==> src/rtl/operand_fetch_unit_if.sv <==
// Operand fetch bus: register-file read/write ports, operand latch controls,
// and the three operand outputs that feed the ALU.
//   master : control unit / write-back side (drives addresses, data, strobes)
//   slave  : operand_fetch_unit (drives InputDataA/B, ImmediateDataB)
interface operand_fetch_unit_if #(
  parameter int DATA_W = 32,
  parameter int ADDR_W = 5,
  parameter int IMM_W  = 16
);
  logic [ADDR_W-1:0] ReadRegA;
  logic [ADDR_W-1:0] ReadRegB;
  logic              LatchEn;
  logic              RegWre;
  logic [ADDR_W-1:0] WriteReg;
  logic [DATA_W-1:0] WriteData;
  logic [IMM_W-1:0]  Imm16;
  logic              ExtSel;
  logic [DATA_W-1:0] InputDataA;
  logic [DATA_W-1:0] InputDataB;
  logic [DATA_W-1:0] ImmediateDataB;

  modport master (
    output ReadRegA, ReadRegB, LatchEn, RegWre, WriteReg, WriteData, Imm16, ExtSel,
    input  InputDataA, InputDataB, ImmediateDataB
  );

  modport slave (
    input  ReadRegA, ReadRegB, LatchEn, RegWre, WriteReg, WriteData, Imm16, ExtSel,
    output InputDataA, InputDataB, ImmediateDataB
  );
endinterface

==> src/rtl/operand_fetch_unit.sv <==
// operand_fetch_unit: GPR file plus the A/B/immediate operand latches that sit
// in front of the ALU. Operands captured on a LatchEn edge are valid at the
// ALU in the following (EXE) cycle.
//   CLK    : single clock, rising edge
//   RST_n  : asynchronous active-low reset; clears GPRs and all three outputs
//   bus    : operand_fetch_unit_if.slave (read addresses, write-back port,
//            immediate + ExtSel, latched operand outputs)
// Optional feature: define REGFILE_BYPASS_EN to forward same-edge write-back
// data into the operand latches (write-through). Without it the latch sees
// the pre-write register value.
module operand_fetch_unit #(
  parameter int DATA_W = 32,
  parameter int ADDR_W = 5,
  parameter int IMM_W  = 16
) (
  input logic                 CLK,
  input logic                 RST_n,
  operand_fetch_unit_if.slave bus
);
  localparam int NREG = 2 ** ADDR_W;

  logic [DATA_W-1:0] gpr [NREG];
  logic [DATA_W-1:0] rdA, rdB, immExt;

  // Read with R0 hard-wired to zero; forwarding (when enabled) never applies
  // to R0 because a write to R0 is dropped.
  function automatic logic [DATA_W-1:0] readPort(input logic [ADDR_W-1:0] addr);
    logic [DATA_W-1:0] val;
    val = '0;
    if (addr != '0) begin
      val = gpr[addr];
`ifdef REGFILE_BYPASS_EN
      if (bus.RegWre && (bus.WriteReg == addr)) val = bus.WriteData;
`endif
    end
    return val;
  endfunction

  always_comb begin
    rdA    = readPort(bus.ReadRegA);
    rdB    = readPort(bus.ReadRegB);
    immExt = {{(DATA_W-IMM_W){bus.ExtSel & bus.Imm16[IMM_W-1]}}, bus.Imm16};
  end

  // Register file; entry 0 stays at its reset value of zero.
  always_ff @(posedge CLK or negedge RST_n) begin
    if (!RST_n) begin
      for (int i = 0; i < NREG; i++) gpr[i] <= '0;
    end else if (bus.RegWre && (bus.WriteReg != '0)) begin
      gpr[bus.WriteReg] <= bus.WriteData;
    end
  end

  // Operand latches; hold when LatchEn is low.
  always_ff @(posedge CLK or negedge RST_n) begin
    if (!RST_n) begin
      bus.InputDataA     <= '0;
      bus.InputDataB     <= '0;
      bus.ImmediateDataB <= '0;
    end else if (bus.LatchEn) begin
      bus.InputDataA     <= rdA;
      bus.InputDataB     <= rdB;
      bus.ImmediateDataB <= immExt;
    end
  end
endmodule

==> src/flat_wrapper.sv <==
// flat-port wrapper written by rule: the top's interface ports become plain ports
module operand_fetch_unit_flat 
#(
  parameter int DATA_W = 32,
  parameter int ADDR_W = 5,
  parameter int IMM_W  = 16
)
  (CLK, RST_n, bus_ReadRegA, bus_ReadRegB, bus_LatchEn, bus_RegWre, bus_WriteReg, bus_WriteData, bus_Imm16, bus_ExtSel, bus_InputDataA, bus_InputDataB, bus_ImmediateDataB);
  operand_fetch_unit_if #(.DATA_W(DATA_W), .ADDR_W(ADDR_W), .IMM_W(IMM_W)) bus_i ();
  input logic CLK;
  input logic RST_n;
  input wire logic [$bits(bus_i.ReadRegA)-1:0] bus_ReadRegA;
  input wire logic [$bits(bus_i.ReadRegB)-1:0] bus_ReadRegB;
  input wire logic [$bits(bus_i.LatchEn)-1:0] bus_LatchEn;
  input wire logic [$bits(bus_i.RegWre)-1:0] bus_RegWre;
  input wire logic [$bits(bus_i.WriteReg)-1:0] bus_WriteReg;
  input wire logic [$bits(bus_i.WriteData)-1:0] bus_WriteData;
  input wire logic [$bits(bus_i.Imm16)-1:0] bus_Imm16;
  input wire logic [$bits(bus_i.ExtSel)-1:0] bus_ExtSel;
  output wire logic [$bits(bus_i.InputDataA)-1:0] bus_InputDataA;
  output wire logic [$bits(bus_i.InputDataB)-1:0] bus_InputDataB;
  output wire logic [$bits(bus_i.ImmediateDataB)-1:0] bus_ImmediateDataB;
  assign bus_i.ReadRegA = bus_ReadRegA;
  assign bus_i.ReadRegB = bus_ReadRegB;
  assign bus_i.LatchEn = bus_LatchEn;
  assign bus_i.RegWre = bus_RegWre;
  assign bus_i.WriteReg = bus_WriteReg;
  assign bus_i.WriteData = bus_WriteData;
  assign bus_i.Imm16 = bus_Imm16;
  assign bus_i.ExtSel = bus_ExtSel;
  assign bus_InputDataA = bus_i.InputDataA;
  assign bus_InputDataB = bus_i.InputDataB;
  assign bus_ImmediateDataB = bus_i.ImmediateDataB;
  operand_fetch_unit #(.DATA_W(DATA_W), .ADDR_W(ADDR_W), .IMM_W(IMM_W)) u_core (.CLK(CLK), .RST_n(RST_n), .bus(bus_i));
endmodule
==> config.mk <==
export PLATFORM = sky130hd
export DESIGN_NAME = operand_fetch_unit_flat
export DESIGN_NICKNAME = d
export VERILOG_FILES = /design/src/rtl/operand_fetch_unit_if.sv /design/src/rtl/operand_fetch_unit.sv /design/src/flat_wrapper.sv
export SDC_FILE = /design/constraint.sdc
export NUM_CORES = 2
export LEC_CHECK = 0
export BUFFER_PORTS_ARGS = -buffer_cell sky130_fd_sc_hd__buf_4
export CORE_MARGIN = 3
export CORE_UTILIZATION = 68
export CTS_CLUSTER_DIAMETER = 60
export DETAILED_ROUTE_END_ITERATION = 10
export HOLD_SLACK_MARGIN = 0.08
export PLACE_DENSITY = 0.94
export SLEW_MARGIN = 20
export SYNTH_ARGS = -nofsm -noshare
export SYNTH_HDL_FRONTEND = slang
export SYNTH_SLANG_ARGS = --single-unit
==> constraint.sdc <==
create_clock -name CLK -period 3.8 [get_ports CLK]
set_clock_uncertainty 0.05 [all_clocks]
set_input_delay 0.76 -clock CLK [delete_from_list [all_inputs] [get_ports CLK]]
set_output_delay 0.76 -clock CLK [all_outputs]
set_load 0.1 [all_outputs]
; After elaboration in Yosys (flattened, before gate mapping)
; Cells that the tools add are included.
[word_totals]
register_bits = 1105
inputBits = 68
output_inout_bits = 96
wordCells = 59
[op_classes]
n_lt_le_gt_ge = 4
mux = 11
n_bitwise = 4
n_reduce_logical = 5
[op_table]
columns = op, count
row1 = 1024-bit bitwise mux, 1
row2 = 32-bit binary-select mux with 5-bit select, 2
row3 = 32-bit two-way mux, 7
row4 = 32-bit demux with 5-bit select, 1
row5 = 6-bit greater-or-equal comparator (second input constant), 3
row6 = 5-bit inverter with 6-bit output, 3
row7 = 5-bit nonzero test, 3
row8 = 6-bit by 1-bit less-than comparator with 1-bit output (second input constant), 1
row9 = 1-bit logical AND, 2
row10 = 1-bit AND, 1

; Logic depth before layout (Yosys ltp)
[logic_depth]
word_depth = 6
ltp_mapped = 9

; Worst setup path after synthesis
; OpenSTA, ideal clock, no wires.
[synth_timing]
kind = input -> register
from = in bus_ReadRegB[1]
to = reg u_core.bus.InputDataB[10]
t_arrival_ns = 2.344
slack_ns = 1.281
cell_stages = 7
n_path_buf = 3
cell_sequence = buf_2 > buf_2 > clkbuf_1 > mux4_2 > mux4_2 > nor2_1 > o2bb2ai_1
[synth_via]
elab_chain_len = 5
word_cells_on_any_way = 6
classes_between = mux: 4 / bitwise: 1 / reduce/logical: 1
[synth_lines]
columns = item, line
row1 = from (decl), flat_wrapper.sv:13  ; input wire logic [$bits(bus_i.ReadRegB)-1:0] bus_ReadRegB;
row2 = 5-bit inverter with 6-bit output (not written as such), operand_fetch_unit.sv:31  ; val = gpr[addr];
row3 = 32-bit binary-select mux with 5-bit select, operand_fetch_unit.sv:31
row4 = 32-bit two-way mux (not written as such) (2 in a row), operand_fetch_unit.sv:31
row5 = 32-bit two-way mux (*), operand_fetch_unit.sv:30  ; if (addr != '0) begin
row6 = to (signal assigned), operand_fetch_unit.sv:62  ; bus.InputDataB <= rdB;
row7 = to (decl), operand_fetch_unit_if.sv:29  ; output InputDataA, InputDataB, ImmediateDataB
; Mark *: on every way between the ends. The rest lies on a longest branch, timed or not. The select of a mux whose other input is x is not followed.
; A chain may end at the register's enable or synchronous reset.

; Final worst setup path
[layout_timing]
from = in bus_ReadRegA[3]
to = reg u_core.bus.InputDataA[4]
[layout_via]
elab_chain_len = 5
word_cells_on_any_way = 6
classes_between = mux: 4 / bitwise: 1 / reduce/logical: 1
[layout_lines]
columns = item, line
row1 = from (decl), flat_wrapper.sv:12  ; input wire logic [$bits(bus_i.ReadRegA)-1:0] bus_ReadRegA;
row2 = 5-bit inverter with 6-bit output (not written as such), operand_fetch_unit.sv:31
row3 = 32-bit binary-select mux with 5-bit select, operand_fetch_unit.sv:31
row4 = 32-bit two-way mux (not written as such) (2 in a row), operand_fetch_unit.sv:31
row5 = 32-bit two-way mux (*), operand_fetch_unit.sv:30
row6 = to (signal assigned), operand_fetch_unit.sv:61  ; bus.InputDataA <= rdA;
row7 = to (decl), operand_fetch_unit_if.sv:29
; Marks and branches as above.

==> results_dict.tcl <==
set metrics [dict create \
    design.core.area_sq_um 82600 \
    area_growth_pct 11.1 \
    max_freq_mhz 350 \
    grt_max_degree 111 \
    power_leakage_nw 27.7 \
    worst_pin_slew_ns 1.10 \
    syn_nets 3798 \
    die-area_sq_um 87600 \
    crit_path_start_kind "primary input" \
    insertion_delay_ns 0.71 \
    cts-root-buf "clkbuf_16" \
    ant_nets 0 \
    power.density_nw_per_um2 557 \
    place.gp.congestion 0.831 \
    ys_warn_count 0 \
    postSynth.asyncResetShare_pct 100 \
    cts.clk_slew.worst_paths_ns 0.06 \
    syn_area_sq_um 57200 \
    cts_resized 0 \
    layout_commonest_cell "mux2_2" \
    slew_headroom_pct 25.0 \
    status "finished, final reports clean" \
    critPathRequiredTime_ns 4.27 \
    yosysSeqAreaShare_pct 48.4 \
    regArea_sq_um 27700 \
    setup_tns_ns 0 \
    htreeDepth 3 \
    grt_usage_pct 42.9 \
    place_ws_ns 0.454 \
    post-route-min-period_ns 2.86 \
    core.rowCount 105 \
    syn_inst 3730 \
    layout-drive-gt1-share_pct 55.7 \
    synth_cell_type_count 46 \
    rsz0062_at_grt "no" \
    die_x_microns 296 \
    finalSetupViolCount 0 \
    drc 0 \
    worstSetupPathType "primary input to register" \
    wl_per_cell_microns 38.0 \
    total_power_w 0.0354 \
    routed_wl_microns 186000 \
    synth-seq-cells 1105 \
    die_h_microns 296 \
    grt_overflow 0 \
    hold_path.class "primary input to register" \
    nNetsFinal 3788 \
    start_util_pct 69.2 \
    num_vias 40300 \
    vdd_drop_max_v 0.000465 \
    fill_cells 3978 \
    numCtsBuffers 109 \
    max_cap_viol_count 0 \
    cts_num_sinks 1105 \
    syn_area_per_cell_sq_um 15.3 \
    cts_tree "done" \
    clockBufferDepth 3 \
    grt_pass1_wl_microns 275000 \
    multi_input_area_sq_um 27700 \
    port_buffers 163 \
    end_kind "register" \
    post-route-period-util_pct 75.2 \
    synth-edff-count 0 \
    drv_slew 0 \
    synth_ff_type "dfrtp_1" \
    antenna_found_initial 8 \
    post_drt_via_cell_ratio 8.24 \
    first_pass_iters 8 \
    worstPathArrival_ns 3.32 \
    cp_max_fo 37 \
    dr.first_iter.drc_count 5958 \
    cts_setup_buffers 0 \
    io_pins 164 \
    worst_slack_ns 0.943 \
    hold_viol 0 \
    first_global_vias 42600 \
    hpwl_microns 99500 \
    final_cell_mix "1114 x mux2_2, 1105 x dfrtp_1, 467 x mux4_2" \
    holdWs_ns 0.250 \
]
==> Yosys cell counts, types with 2 or more instances <==
| cell type | n | share of area (%) |
|---|---|---|
| mux2_2 | 1114 | 22 |
| dfrtp_1 | 1105 | 48 |
| mux4_2 | 467 | 18 |
| clkbuf_1 | 235 | 1.5 |
| mux2i_1 | 99 | 1.7 |
| buf_2 | 83 | 0.73 |
| nand2_1 | 77 | 0.51 |
| buf_1 | 58 | 0.38 |
| nor2_1 | 55 | 0.36 |
| a221oi_1 | 49 | 0.75 |
| buf_4 | 49 | 0.64 |
| a22oi_1 | 34 | 0.45 |
| a221o_1 | 31 | 0.54 |
| o2bb2ai_1 | 31 | 0.47 |
| a211oi_1 | 26 | 0.34 |
| a22o_1 | 24 | 0.37 |
| o32ai_1 | 22 | 0.34 |
| inv_1 | 21 | 0.14 |
| and3_1 | 19 | 0.21 |
| o221ai_1 | 18 | 0.28 |
| o22ai_1 | 15 | 0.16 |
| a2111oi_0 | 11 | 0.17 |
| buf_6 | 10 | 0.20 |
| nand2b_1 | 10 | 0.11 |
| and2_1 | 9 | 0.098 |
| and4b_1 | 8 | 0.14 |
| a21oi_1 | 6 | 0.053 |
| nand3b_1 | 6 | 0.079 |
| nor2b_1 | 5 | 0.055 |
| a311oi_1 | 4 | 0.061 |
| nand3_1 | 4 | 0.035 |
| nor3b_1 | 4 | 0.053 |
| or3b_2 | 4 | 0.061 |
| nor3_1 | 3 | 0.026 |
| or2_2 | 2 | 0.022 |
| or3_1 | 2 | 0.022 |
==> critical path, cell delays in order <==
cell       delay, ns
buf_4           0.66
or3_2           0.32
buf_12          0.27
o22ai_1         0.15
a2111oi_0       0.96
a211oi_1        0.12
==> flip-flops by register name, indices dropped and copies added, names as in the netlist <==
signal                     count
u_core.gpr                  1024
u_core.bus.InputDataA         32
u_core.bus.InputDataB         32
u_core.bus.ImmediateDataB     17
==> timing repair <==
| item | in CTS | in global routing |
|---|---|---|
| setup endpoints to repair | 0 | 0 |
| hold buffers | 1 | 0 |
| hold endpoints to repair | 50 | 0 |
==> power breakdown <==
part | internal [W] | leakage [nW] | switching [W]
logic | 0.00410 | 11.7 | 0.00382
clock network | 0.00658 | 1.84 | 0.00491
registers | 0.0140 | 14.1 | 0.00202
==> metrics by stage <==
| step | utilization [%] | instances | cell area, sq um |
|---|---|---|---|
| 6_report | 76.9 | 4886 | 63500 |
| 5_1_grt | 76.9 | 4878 | 63500 |
| 4_1_cts | 76.8 | 4877 | 63500 |
| 3_5_place_dp | 72.3 | 4678 | 59700 |
| 3_3_place_gp | 72.3 | 4678 | 59700 |
| 2_1_floorplan | - | 3730 | 57200 |
==> layout make-up <==
| cell class | instances | area share, % |
|---|---|---|
| Multi-Input combinational cell | 2168 | 43.6 |
| Sequential cell | 1105 | 43.5 |
| Clock buffer | 161 | 5.09 |
| Timing Repair Buffer | 315 | 4.74 |
| Tap cell | 1070 | 2.11 |
| Clock inverter | 37 | 0.823 |
| Inverter | 21 | 0.124 |
| Antenna cell | 9 | 0.0355 |
==> per-layer routing <==
metal  part of all wire, %  wire [microns]  vias to the layer above  GRT usage [%]
met2                    44           81200                     4255           61.9
li1                      -               -                    14400              -
met5                 0.028              52                        -              0
met3                    16           29600                     1252           18.2
met4                   8.1           15100                        6           29.0
met1                    32           59900                    20300           53.2
==> final timing paths <==
kind	from	to	slack, ns	cells after the start
max	bus_ReadRegA[3]	u_core.bus.InputDataA[4]	0.94	6
min	bus_Imm16[5]	u_core.bus.ImmediateDataB[5]	0.25	2
max reg2reg	u_core.gpr[132]	u_core.bus.InputDataA[4]	1.32	4
min reg2reg	u_core.gpr[1016]	u_core.gpr[1016]	0.35	0
max in group asynchronous	RST_n	u_core.gpr[876]	1.98	4
min in group asynchronous	RST_n	u_core.gpr[567]	0.60	2
==> cells by family (layout without fill, tap and decap cells) <==
kind of cell	after synthesis	count (layout)	synth area share, %
compound gates	277	277	4.09
buf+inv	457	534	3.64
flops	1105	1105	48.4
mux	1680	1680	42.1
other cells	0	9	0
simple gates	211	211	1.83
Note: power is estimated with default switching activity, not from simulation.
